[src/rtl/riscv_pkg.sv]
// Core-wide architectural constants shared by the data-path blocks.
package riscv_pkg;
  localparam int XLEN = 32;
endpackage

[src/rtl/dmem_arbiter_if.sv]
// Request/response bundle between the two requesters, the data memory and dmem_arbiter.
// slave = arbiter view; master = requester/memory side view.
interface dmem_arbiter_if #(
  parameter int XLEN = riscv_pkg::XLEN
);
  logic            core_req_i,    dbg_req_i;
  logic            core_we_i,     dbg_we_i;
  logic [XLEN-1:0] core_addr_i,   dbg_addr_i;
  logic [XLEN-1:0] core_wdata_i,  dbg_wdata_i;
  logic [3:0]      core_be_i,     dbg_be_i;
  logic            core_gnt_o,    dbg_gnt_o;
  logic            core_rvalid_o, dbg_rvalid_o;
  logic [XLEN-1:0] core_rdata_o,  dbg_rdata_o;
  logic            core_err_o,    dbg_err_o;
  logic            mem_req_o;
  logic            mem_we_o;
  logic [XLEN-1:0] mem_addr_o;
  logic [XLEN-1:0] mem_wdata_o;
  logic [3:0]      mem_be_o;
  logic [XLEN-1:0] mem_rdata_i;

  modport slave (
    input  core_req_i, core_we_i, core_addr_i, core_wdata_i, core_be_i,
    input  dbg_req_i, dbg_we_i, dbg_addr_i, dbg_wdata_i, dbg_be_i,
    input  mem_rdata_i,
    output core_gnt_o, core_rvalid_o, core_rdata_o, core_err_o,
    output dbg_gnt_o, dbg_rvalid_o, dbg_rdata_o, dbg_err_o,
    output mem_req_o, mem_we_o, mem_addr_o, mem_wdata_o, mem_be_o
  );

  modport master (
    output core_req_i, core_we_i, core_addr_i, core_wdata_i, core_be_i,
    output dbg_req_i, dbg_we_i, dbg_addr_i, dbg_wdata_i, dbg_be_i,
    output mem_rdata_i,
    input  core_gnt_o, core_rvalid_o, core_rdata_o, core_err_o,
    input  dbg_gnt_o, dbg_rvalid_o, dbg_rdata_o, dbg_err_o,
    input  mem_req_o, mem_we_o, mem_addr_o, mem_wdata_o, mem_be_o
  );
endinterface

[src/rtl/dmem_arbiter.sv]
// Core LSU / debug port arbiter for one data-memory port: 0-cycle grant, 1-cycle response, no response stall.
// Fixed core priority with debug starvation guard; define DMEM_ARB_RR_EN for round-robin on conflict.
module dmem_arbiter #(
  parameter int              XLEN      = riscv_pkg::XLEN,
  parameter logic [XLEN-1:0] MEM_BASE  = 32'h8000_0000,
  parameter logic [XLEN-1:0] MEM_BYTES = 32'h0001_0000,
  parameter int              MAX_WAIT  = 8
) (
  input logic            clk_i,
  input logic            rstn_i,
  dmem_arbiter_if.slave  bus
);

  localparam logic [1:0] OWN_NONE = 2'd0;
  localparam logic [1:0] OWN_CORE = 2'd1;
  localparam logic [1:0] OWN_DBG  = 2'd2;

  logic [XLEN-1:0] core_off, dbg_off;
  logic            core_in_win, dbg_in_win;
  logic            dbg_wins;
  logic            core_gnt, dbg_gnt;
  logic [1:0]      owner_q, owner_d;
  logic            err_q, err_d;
  logic            rd_q, rd_d;
  logic [XLEN-1:0] resp_data;

  // Modulo subtraction folds the below-base case into a single unsigned compare.
  assign core_off    = bus.core_addr_i - MEM_BASE;
  assign dbg_off     = bus.dbg_addr_i - MEM_BASE;
  assign core_in_win = core_off < MEM_BYTES;
  assign dbg_in_win  = dbg_off < MEM_BYTES;

`ifdef DMEM_ARB_RR_EN
  localparam logic WIN_CORE = 1'b0;
  localparam logic WIN_DBG  = 1'b1;

  logic last_winner_q, last_winner_d;

  assign dbg_wins = bus.dbg_req_i & (~bus.core_req_i | (last_winner_q == WIN_CORE));

  always_comb begin
    last_winner_d = last_winner_q;
    if (core_gnt)     last_winner_d = WIN_CORE;
    else if (dbg_gnt) last_winner_d = WIN_DBG;
  end

  always_ff @(posedge clk_i or negedge rstn_i) begin
    if (!rstn_i) last_winner_q <= WIN_CORE;
    else         last_winner_q <= last_winner_d;
  end
`else
  localparam int WAIT_W = $clog2(MAX_WAIT + 1);

  logic [WAIT_W-1:0] wait_cnt_q, wait_cnt_d;

  assign dbg_wins = bus.dbg_req_i & (~bus.core_req_i | (wait_cnt_q == WAIT_W'(MAX_WAIT)));

  always_comb begin
    wait_cnt_d = wait_cnt_q;
    if (dbg_gnt)
      wait_cnt_d = '0;
    else if (bus.dbg_req_i && (wait_cnt_q != WAIT_W'(MAX_WAIT)))
      wait_cnt_d = wait_cnt_q + 1'b1;
  end

  always_ff @(posedge clk_i or negedge rstn_i) begin
    if (!rstn_i) wait_cnt_q <= '0;
    else         wait_cnt_q <= wait_cnt_d;
  end
`endif

  assign core_gnt       = bus.core_req_i & ~dbg_wins;
  assign dbg_gnt        = dbg_wins;
  assign bus.core_gnt_o = core_gnt;
  assign bus.dbg_gnt_o  = dbg_gnt;

  // Memory bus stays all-zero unless an in-window access is granted.
  always_comb begin
    bus.mem_req_o   = 1'b0;
    bus.mem_we_o    = 1'b0;
    bus.mem_addr_o  = '0;
    bus.mem_wdata_o = '0;
    bus.mem_be_o    = '0;
    if (core_gnt && core_in_win) begin
      bus.mem_req_o   = 1'b1;
      bus.mem_we_o    = bus.core_we_i;
      bus.mem_addr_o  = core_off;
      bus.mem_wdata_o = bus.core_wdata_i;
      bus.mem_be_o    = bus.core_be_i;
    end else if (dbg_gnt && dbg_in_win) begin
      bus.mem_req_o   = 1'b1;
      bus.mem_we_o    = bus.dbg_we_i;
      bus.mem_addr_o  = dbg_off;
      bus.mem_wdata_o = bus.dbg_wdata_i;
      bus.mem_be_o    = bus.dbg_be_i;
    end
  end

  always_comb begin
    owner_d = OWN_NONE;
    err_d   = 1'b0;
    rd_d    = 1'b0;
    if (core_gnt) begin
      owner_d = OWN_CORE;
      err_d   = ~core_in_win;
      rd_d    = ~bus.core_we_i;
    end else if (dbg_gnt) begin
      owner_d = OWN_DBG;
      err_d   = ~dbg_in_win;
      rd_d    = ~bus.dbg_we_i;
    end
  end

  always_ff @(posedge clk_i or negedge rstn_i) begin
    if (!rstn_i) begin
      owner_q <= OWN_NONE;
      err_q   <= 1'b0;
      rd_q    <= 1'b0;
    end else begin
      owner_q <= owner_d;
      err_q   <= err_d;
      rd_q    <= rd_d;
    end
  end

  assign resp_data = (rd_q && !err_q) ? bus.mem_rdata_i : '0;

  assign bus.core_rvalid_o = (owner_q == OWN_CORE);
  assign bus.core_err_o    = bus.core_rvalid_o & err_q;
  assign bus.core_rdata_o  = bus.core_rvalid_o ? resp_data : '0;
  assign bus.dbg_rvalid_o  = (owner_q == OWN_DBG);
  assign bus.dbg_err_o     = bus.dbg_rvalid_o & err_q;
  assign bus.dbg_rdata_o   = bus.dbg_rvalid_o ? resp_data : '0;

endmodule

[src/flat_wrapper.sv]
// flat-port wrapper written by rule: the top's interface ports become plain ports
module dmem_arbiter_flat 
#(
  parameter int              XLEN      = riscv_pkg::XLEN,
  parameter logic [XLEN-1:0] MEM_BASE  = 32'h8000_0000,
  parameter logic [XLEN-1:0] MEM_BYTES = 32'h0001_0000,
  parameter int              MAX_WAIT  = 8
)
  (clk_i, rstn_i, bus_core_req_i, bus_core_we_i, bus_core_addr_i, bus_core_wdata_i, bus_core_be_i, bus_dbg_req_i, bus_dbg_we_i, bus_dbg_addr_i, bus_dbg_wdata_i, bus_dbg_be_i, bus_mem_rdata_i, bus_core_gnt_o, bus_core_rvalid_o, bus_core_rdata_o, bus_core_err_o, bus_dbg_gnt_o, bus_dbg_rvalid_o, bus_dbg_rdata_o, bus_dbg_err_o, bus_mem_req_o, bus_mem_we_o, bus_mem_addr_o, bus_mem_wdata_o, bus_mem_be_o);
  dmem_arbiter_if #(.XLEN(XLEN)) bus_i ();
  input logic clk_i;
  input logic rstn_i;
  input wire logic [$bits(bus_i.core_req_i)-1:0] bus_core_req_i;
  input wire logic [$bits(bus_i.core_we_i)-1:0] bus_core_we_i;
  input wire logic [$bits(bus_i.core_addr_i)-1:0] bus_core_addr_i;
  input wire logic [$bits(bus_i.core_wdata_i)-1:0] bus_core_wdata_i;
  input wire logic [$bits(bus_i.core_be_i)-1:0] bus_core_be_i;
  input wire logic [$bits(bus_i.dbg_req_i)-1:0] bus_dbg_req_i;
  input wire logic [$bits(bus_i.dbg_we_i)-1:0] bus_dbg_we_i;
  input wire logic [$bits(bus_i.dbg_addr_i)-1:0] bus_dbg_addr_i;
  input wire logic [$bits(bus_i.dbg_wdata_i)-1:0] bus_dbg_wdata_i;
  input wire logic [$bits(bus_i.dbg_be_i)-1:0] bus_dbg_be_i;
  input wire logic [$bits(bus_i.mem_rdata_i)-1:0] bus_mem_rdata_i;
  output wire logic [$bits(bus_i.core_gnt_o)-1:0] bus_core_gnt_o;
  output wire logic [$bits(bus_i.core_rvalid_o)-1:0] bus_core_rvalid_o;
  output wire logic [$bits(bus_i.core_rdata_o)-1:0] bus_core_rdata_o;
  output wire logic [$bits(bus_i.core_err_o)-1:0] bus_core_err_o;
  output wire logic [$bits(bus_i.dbg_gnt_o)-1:0] bus_dbg_gnt_o;
  output wire logic [$bits(bus_i.dbg_rvalid_o)-1:0] bus_dbg_rvalid_o;
  output wire logic [$bits(bus_i.dbg_rdata_o)-1:0] bus_dbg_rdata_o;
  output wire logic [$bits(bus_i.dbg_err_o)-1:0] bus_dbg_err_o;
  output wire logic [$bits(bus_i.mem_req_o)-1:0] bus_mem_req_o;
  output wire logic [$bits(bus_i.mem_we_o)-1:0] bus_mem_we_o;
  output wire logic [$bits(bus_i.mem_addr_o)-1:0] bus_mem_addr_o;
  output wire logic [$bits(bus_i.mem_wdata_o)-1:0] bus_mem_wdata_o;
  output wire logic [$bits(bus_i.mem_be_o)-1:0] bus_mem_be_o;
  assign bus_i.core_req_i = bus_core_req_i;
  assign bus_i.core_we_i = bus_core_we_i;
  assign bus_i.core_addr_i = bus_core_addr_i;
  assign bus_i.core_wdata_i = bus_core_wdata_i;
  assign bus_i.core_be_i = bus_core_be_i;
  assign bus_i.dbg_req_i = bus_dbg_req_i;
  assign bus_i.dbg_we_i = bus_dbg_we_i;
  assign bus_i.dbg_addr_i = bus_dbg_addr_i;
  assign bus_i.dbg_wdata_i = bus_dbg_wdata_i;
  assign bus_i.dbg_be_i = bus_dbg_be_i;
  assign bus_i.mem_rdata_i = bus_mem_rdata_i;
  assign bus_core_gnt_o = bus_i.core_gnt_o;
  assign bus_core_rvalid_o = bus_i.core_rvalid_o;
  assign bus_core_rdata_o = bus_i.core_rdata_o;
  assign bus_core_err_o = bus_i.core_err_o;
  assign bus_dbg_gnt_o = bus_i.dbg_gnt_o;
  assign bus_dbg_rvalid_o = bus_i.dbg_rvalid_o;
  assign bus_dbg_rdata_o = bus_i.dbg_rdata_o;
  assign bus_dbg_err_o = bus_i.dbg_err_o;
  assign bus_mem_req_o = bus_i.mem_req_o;
  assign bus_mem_we_o = bus_i.mem_we_o;
  assign bus_mem_addr_o = bus_i.mem_addr_o;
  assign bus_mem_wdata_o = bus_i.mem_wdata_o;
  assign bus_mem_be_o = bus_i.mem_be_o;
  dmem_arbiter #(.XLEN(XLEN), .MEM_BASE(MEM_BASE), .MEM_BYTES(MEM_BYTES), .MAX_WAIT(MAX_WAIT)) u_core (.clk_i(clk_i), .rstn_i(rstn_i), .bus(bus_i));
endmodule
[config.mk]
export PLATFORM = sky130hd
export DESIGN_NAME = dmem_arbiter_flat
export DESIGN_NICKNAME = d
export VERILOG_FILES = /design/src/rtl/riscv_pkg.sv /design/src/rtl/dmem_arbiter_if.sv /design/src/rtl/dmem_arbiter.sv /design/src/flat_wrapper.sv
export SDC_FILE = /design/constraint.sdc
export NUM_CORES = 1
export LEC_CHECK = 0
export CORE_AREA = 5 5 118 120
export DETAILED_ROUTE_END_ITERATION = 8
export DIE_AREA = 0 0 123 125
export GPL_TIMING_DRIVEN = 0
export PLACE_DENSITY = 0.64
export SETUP_SLACK_MARGIN = 0.02
export SLEW_MARGIN = 20
export SYNTH_ARGS = -nofsm -noshare
export SYNTH_HDL_FRONTEND = slang
export SYNTH_SLANG_ARGS = --single-unit
[constraint.sdc]
create_clock -name clk_i -period 3.8 [get_ports clk_i]
set_input_delay 0.76 -clock clk_i [delete_from_list [all_inputs] [get_ports clk_i]]
set_output_delay 0.76 -clock clk_i [all_outputs]
set_load 0.01 [all_outputs]
==> flow_metrics.py <==
metrics = {
    "sta": {
        "fin_worst_skew_ps": 0.935,
        "slew_violations": 0,
        "setup_tns_ps": 0,
        "finalHoldViolations": 0,
        "finalCriticalPeriod_ps": 3660,
        "finalCritPeriodShare_pct": 96.4,
        "setup_violations": 0,
        "rsz0062_at_grt": "yes",
        "fmax_mhz": 273,
    },
    "worst_hold_path": {
        "min_path_type": "reg2reg",
        "holdCritStartpoint": "u_core.wait_cnt_q[0]",
    },
    "logic_synthesis": {
        "yosys_register_bits": 8,
        "netlist_instances": 238,
        "synth_cell_types": 27,
        "synth_area_um2": 1840,
        "synthArstFlopShare_pct": 100,
        "yosys.area.top_type": "and2_1",
        "yosysSeqAreaShare_pct": 10.9,
        "ys.flop_type": "dfrtp_1",
        "avgSynthCellArea_um2": 7.74,
        "synth_edf_count": 0,
        "synth_area_leaders": "and2_1 (22%), a22o_1 (18%), dfrtp_1 (11%)",
        "yosys.area.top_type_share_pct": 22.4,
        "synth_warnings": 0,
    },
    "clock_tree": {
        "root_buffer": "clkbuf_16",
        "cts_buffer_depth": 2,
        "clkLatencyLatePin_ps": 230,
        "clock-sinks": 8,
        "cts_max_level": 1,
        "holdBufCountCts": 0,
        "cts_tree": "built",
        "cts_buffers": 3,
        "clkTransAtPathRegs_ps": 40,
    },
    "worst_setup_path": {
        "cpMostUsedCell": "clkdlybuf4s50_1",
        "required_ps": 3040,
        "path_cells": "clkdlybuf4s50_1, nor4_4, nand4_4, nor2_8, buf_4, a22o_1, clkdlybuf4s50_1",
        "arrival_ps": 2900,
        "crit_path_max_incr_delay_ps": 550,
        "path_buf_inv": 3,
        "crit_path_end_kind": "output port",
        "cp_slowest_cell": "clkdlybuf4s50_1",
        "crit_fanout": 10,
        "worst-setup-path-type": "in2out",
        "r2r-start": "u_core.wait_cnt_q[0]",
        "cp-startpoint": "bus_core_addr_i[23]",
        "startpoint_type": "primary input",
        "crit_family": "buffers and inverters",
    },
    "placed_design": {
        "place_area_um2": 5090,
        "dp.cells": 726,
        "gp_congestion": 0.826,
        "io_buffers": 297,
        "dp_hpwl_um": 9900,
    },
    "global_routing": {
        "overflow": 0,
        "antenna_found_initial": 0,
        "grt_pass1_wl_um": 15900,
        "grt_max_degree": 12,
        "first_global_vias": 3094,
        "grt.total_usage_pct": 12.9,
    },
    "floorplanning": {
        "die_x_um": 123,
        "ios": 314,
        "num_rows": 42,
        "die_h_um": 125,
        "start_util_pct": 14.3,
        "core-area_um2": 12900,
        "dieArea_um2": 15400,
    },
    "route": {
        "ant_nets": 0,
        "drtIter0Drc": 57,
        "routed_wl_um": 11000,
        "drt_first_pass_iters": 4,
        "routedWlPerCell_um": 14.8,
        "via_per_inst": 3.99,
        "route.detailed.drc": 0,
        "vias": 2945,
    },
    "status": {
        "outcome": "finished, final reports clean",
    },
    "power": {
        "ir_drop_mv": 0.0690,
        "finalPower_mw": 0.574,
        "power_density_nw_per_um2": 109,
        "p_leak_nw": 2.07,
    },
    "layout": {
        "drive_gt1_share_pct": 9.24,
        "antennaDiodeCount": 0,
        "layout_common_cells": "clkdlybuf4s50_1 (296), and2_1 (66), a22o_1 (38)",
        "syn_to_final_growth_pct": 185,
        "nets": 741,
        "stdcell_count": 739,
        "final_common_cell": "clkdlybuf4s50_1",
        "final_area_um2": 5250,
        "final_util_pct": 40.8,
    },
    "job": {
        "drv_cap": 0,
    },
}
## cell families (layout without fill, tap and decap cells)
kind of cell	Yosys count	in the layout	share of synthesized area, %
and+or+nand+nor	125	125	47.7
DFF	8	8	10.9
other	1	16	0.203
adders and majority gates	2	2	1.36
AOI/OAI and AO/OA	64	64	26.7
buffers and inverters	38	348	13.1
## area by class of cell
class                      count  area (um2)
buffer                        31         214
clock buffer                   3        75.1
fill                        1283        7620
inverter                       6        22.5
multi-input combinational    207        1460
sequential                     8         200
tap                          176         220
timing repair buffer         308        3060
## power by group
group	leakage [nW]	total [mW]	switching, mW	internal [mW]
Combinational	1.93	0.302	0.0931	0.208
Sequential	0.102	0.0998	0.00664	0.0932
Clock	0.0370	0.173	0.0373	0.135
## state kept, by name, indices dropped and copies added, names as in the netlist
name and flops:
u_core.wait_cnt_q 4, u_core.err_q 1, u_core.owner_q 2, u_core.rd_q 1
## routing by layer
layer / vias up / track usage (%) / wire length [um]
met4: 0 / 3.45 / 185
met5: - / 0 / 0
li1: 1468 / - / -
met3: 10 / 3.52 / 1240
met2: 190 / 26.1 / 5870
met1: 1277 / 12.4 / 3680
## metrics by stage
| stage | worst slack [ps] | hold slack [ps] |
|---|---|---|
| 2_1_floorplan | 1240 | 464 |
| 3_3_place_gp | 58.7 | 531 |
| 3_5_place_dp | 62.0 | 553 |
| 4_1_cts | 53.6 | 564 |
| 5_1_grt | -5.79 | 607 |
| 6_report | 139 | 561 |
## worst min-delay path: cells and delay by family, from the launching register on
| family | cells | cell delay (ps) |
|---|---|---|
| flip-flops | 1 | 380 |
| AO/OA/AOI/OAI | 1 | 70 |
| AND/OR/NAND/NOR | 1 | 60 |
## Yosys cell counts (2+ instances only)
library cell	number
o22ai_1	18
nor4_4	6
and3b_1	2
buf_4	20
o21ai_0	5
nand4_4	2
inv_2	2
nand3b_1	2
nor2_8	2
nand2_1	37
nor4b_4	2
nor2b_1	3
and2_1	66
a22o_1	38
buf_6	3
ha_1	2
clkbuf_1	8
dfrtp_1	8
inv_1	4
## timing repair
action / 4_1_cts / 5_1_grt
buffers inserted: 0 / 11
gates resized for setup: 0 / 2
setup endpoints to repair: 0 / 40
## final timing paths
check	cells past startpoint	to	slack [ps]
worst min-delay path	2	u_core.wait_cnt_q[0]	560
worst min register to register	2	u_core.wait_cnt_q[0]	560
worst max register to register	6	u_core.err_q	2000
min in group asynchronous	1	u_core.wait_cnt_q[1]	820
worst max-delay path	7	bus_mem_be_o[0]	140
max in group asynchronous	1	u_core.owner_q[0]	2710
Note: power is estimated with default switching activity, not from simulation.
==> patch, RTL diff (same flow settings) <==
Register the output `bus.core_err_o`, without a reset; this adds one clock of latency there.
--- a/src/rtl/dmem_arbiter.sv
+++ b/src/rtl/dmem_arbiter.sv
@@ -126,7 +126,9 @@
   assign resp_data = (rd_q && !err_q) ? bus.mem_rdata_i : '0;
 
   assign bus.core_rvalid_o = (owner_q == OWN_CORE);
-  assign bus.core_err_o    = bus.core_rvalid_o & err_q;
+  always_ff @(posedge clk_i) begin
+    bus.core_err_o <= bus.core_rvalid_o & err_q;
+  end
   assign bus.core_rdata_o  = bus.core_rvalid_o ? resp_data : '0;
   assign bus.dbg_rvalid_o  = (owner_q == OWN_DBG);
   assign bus.dbg_err_o     = bus.dbg_rvalid_o & err_q;
Check against the original RTL: not equivalent (a bounded check fails within 4 cycles, from zero or initial values and one cycle with rstn_i low).
==> patch against the unedited design <==
  * Global-route usage shrank 0.19 points
  * Critical endpoint is now bus_mem_wdata_o[2]
  * Total power increased by 1.6%
  * Wire length shrank 2.0%
  * Critical path depth did not move
  * Largest power group unchanged
  * Sequential cell count is 1 higher
  * Design area down 2.4%
  * Setup slack got worse by 0.0024 ns
  * Area after synthesis decreased by 4.4%
==> patch: results (changes against the unedited design) <==
| Metric | Value |
|---|---|
| Status | finished, final reports clean |
| CTS Root Cell | clkbuf_16 |
| R2R depth | 6 (unchanged) |
| Fin Clk Skew | 0.00233 ns (+0.00139 ns) |
| Layout fillers | 1,340 (+4.4%) |
| Largest net degree at the start of global routing | 12 (unchanged) |
| Largest registers | u_core.wait_cnt_q (4), u_core.owner_q (2) |
| CP Launch Point | bus_core_addr_i[28] |
| PortBufs | 297 (unchanged) |
| Post-DP HPWL | 9910 um (+0.18%) |
| Peak supply drop | 90.9 uV (+32%) |
| DR pass1 iterations | 4 (unchanged) |
| R2r startpoint | u_core.wait_cnt_q[0] |
| Non-filler cells, final | 724 (-2.0%) |
| R2r endpoint | u_core.owner_q[0] |
| First-pass GRT wire length | 15,700 um (-1.1%) |
| Drt initial violations | 50 (-12%) |
| Seq/Total Area, Yosys | 12.5% (+1.6 points) |
| Critical Path Fanout Max | 10 (unchanged) |
| Gpl congestion | 0.803 (-2.7%) |
| Switching power | 0.136 mW (-0.99%) |
| Total track usage | 12.7% (-0.19 points) |
| Mean Syn Cell Area | 7.69 sq um (-0.66%) |
| Synth cell count leaders | and2_1 (66), a22o_1 (44), nand2_1 (25), buf_4 (17), o22ai_1 (12) |
| Ys async rst share | 88.9% (-11 points) |
| Vias | 2,871 (-2.5%) |
| Area contributors post-synth | and2_1 (23%), a22o_1 (22%), dfrtp_1 (11%) |
| Cell leakage power | 2.02 nW (-2.2%) |
| Primary FF master, synth | dfrtp_1 |
| Dpl ws | 0.0644 ns (+0.00244 ns) |
| Placed instance count | 717 (-1.2%) |
| Layout cells sized above 1 | 8.78% (-0.46 points) |
| Yosys warns | 0 (unchanged) |
| Clock slew at reported path FFs | 0.04 ns (about the same) |
| Arrival @ worst endpoint | 2.90 ns (about the same) |
| TritonCTS buffer count | 3 (unchanged) |
| Slack of the worst reg-to-reg path | 2.32 ns (+0.32 ns) |
| Yosys cell types | 28 (+3.7%) |
| Worst Setup EP | bus_mem_wdata_o[2] |
| Total wire length | 10,700 um (-2.0%) |
| Clk Latency, worst-skew pair | 0.23 ns (about the same) |
| Vias in the first global route | 3,063 (-1.0%) |
| Initial antenna violation count | 2 (+2) |
| Fin crit period | 3.66 ns (+0.00242 ns) |
## patch: critical path, cell delays in order
cell and delay, ns:
clkdlybuf4s50_1 0.46, nor4_4 0.31, nand4_2 0.20, nor2_4 0.29
buf_6 0.18, a22o_1 0.12, clkdlybuf4s50_1 0.58
## patch: power by group through the flow
| stage | clock (mW) | combinational (mW) | sequential, mW |
|---|---|---|---|
| floorplan | 0 | 0.0646 | 0.111 |
| global placement | 0 | 0.282 | 0.112 |
| detailed placement | 0 | 0.287 | 0.112 |
| CTS | 0.188 | 0.288 | 0.111 |
| global route | 0.193 | 0.307 | 0.112 |
| finish | 0.185 | 0.287 | 0.111 |
## patch: worst min path at each step
stage / startpoint / to / slack, ns / cells past startpoint
floorplan: rstn_i / u_core.err_q / 0.46 / 0
global placement: u_core.err_q / u_core.bus.core_err_o / 0.51 / 1
detailed placement: u_core.err_q / u_core.bus.core_err_o / 0.51 / 1
CTS: u_core.err_q / u_core.bus.core_err_o / 0.52 / 1
global route: u_core.err_q / u_core.bus.core_err_o / 0.55 / 1
finish: u_core.err_q / u_core.bus.core_err_o / 0.51 / 1
## patch: kinds of logic after synthesis
logic type      share of synthesized area [%]
compound gates                           28.8
fa+ha+maj                                1.42
buf+inv                                  15.6
flops                                    12.5
other cells                             0.213
simple gates                             41.4
## patch: area by class of cell
cell class | instances | share of cell area, %
inverter | 6 | 0.439
sequential | 9 | 4.30
antenna | 1 | 0.0488
clock inverter | 1 | 0.0977
buffer | 34 | 4.93
tap | 176 | 4.30
multi-input combinational | 195 | 26.0
clock buffer | 3 | 1.46
timing repair buffer | 299 | 58.4
## patch: timing repair
item | in CTS | in global routing
hold buffers | 0 | 0
gates resized for setup | 0 | 4
endpoints found under the setup margin | 0 | 33
setup buffers | 0 | 2
## patch: stage by stage
| stage | total power [mW] | area (sq um) | hold slack [ns] |
|---|---|---|---|
| floorplan | 0.175 | 1820 | 0.464 |
| global placement | 0.393 | 5010 | 0.505 |
| detailed placement | 0.399 | 5010 | 0.512 |
| CTS | 0.587 | 5090 | 0.521 |
| global route | 0.612 | 5120 | 0.548 |
| finish | 0.583 | 5120 | 0.508 |
## patch: per-layer routing
layer / vias to the layer above / track usage [%] / part of all wire [%]
li1: 1427 / - / -
met1: 1256 / 11.5 / 32
met2: 178 / 25.3 / 53
met3: 8 / 5.19 / 14
met4: 2 / 3.19 / 1.4
met5: - / 0 / 0.19
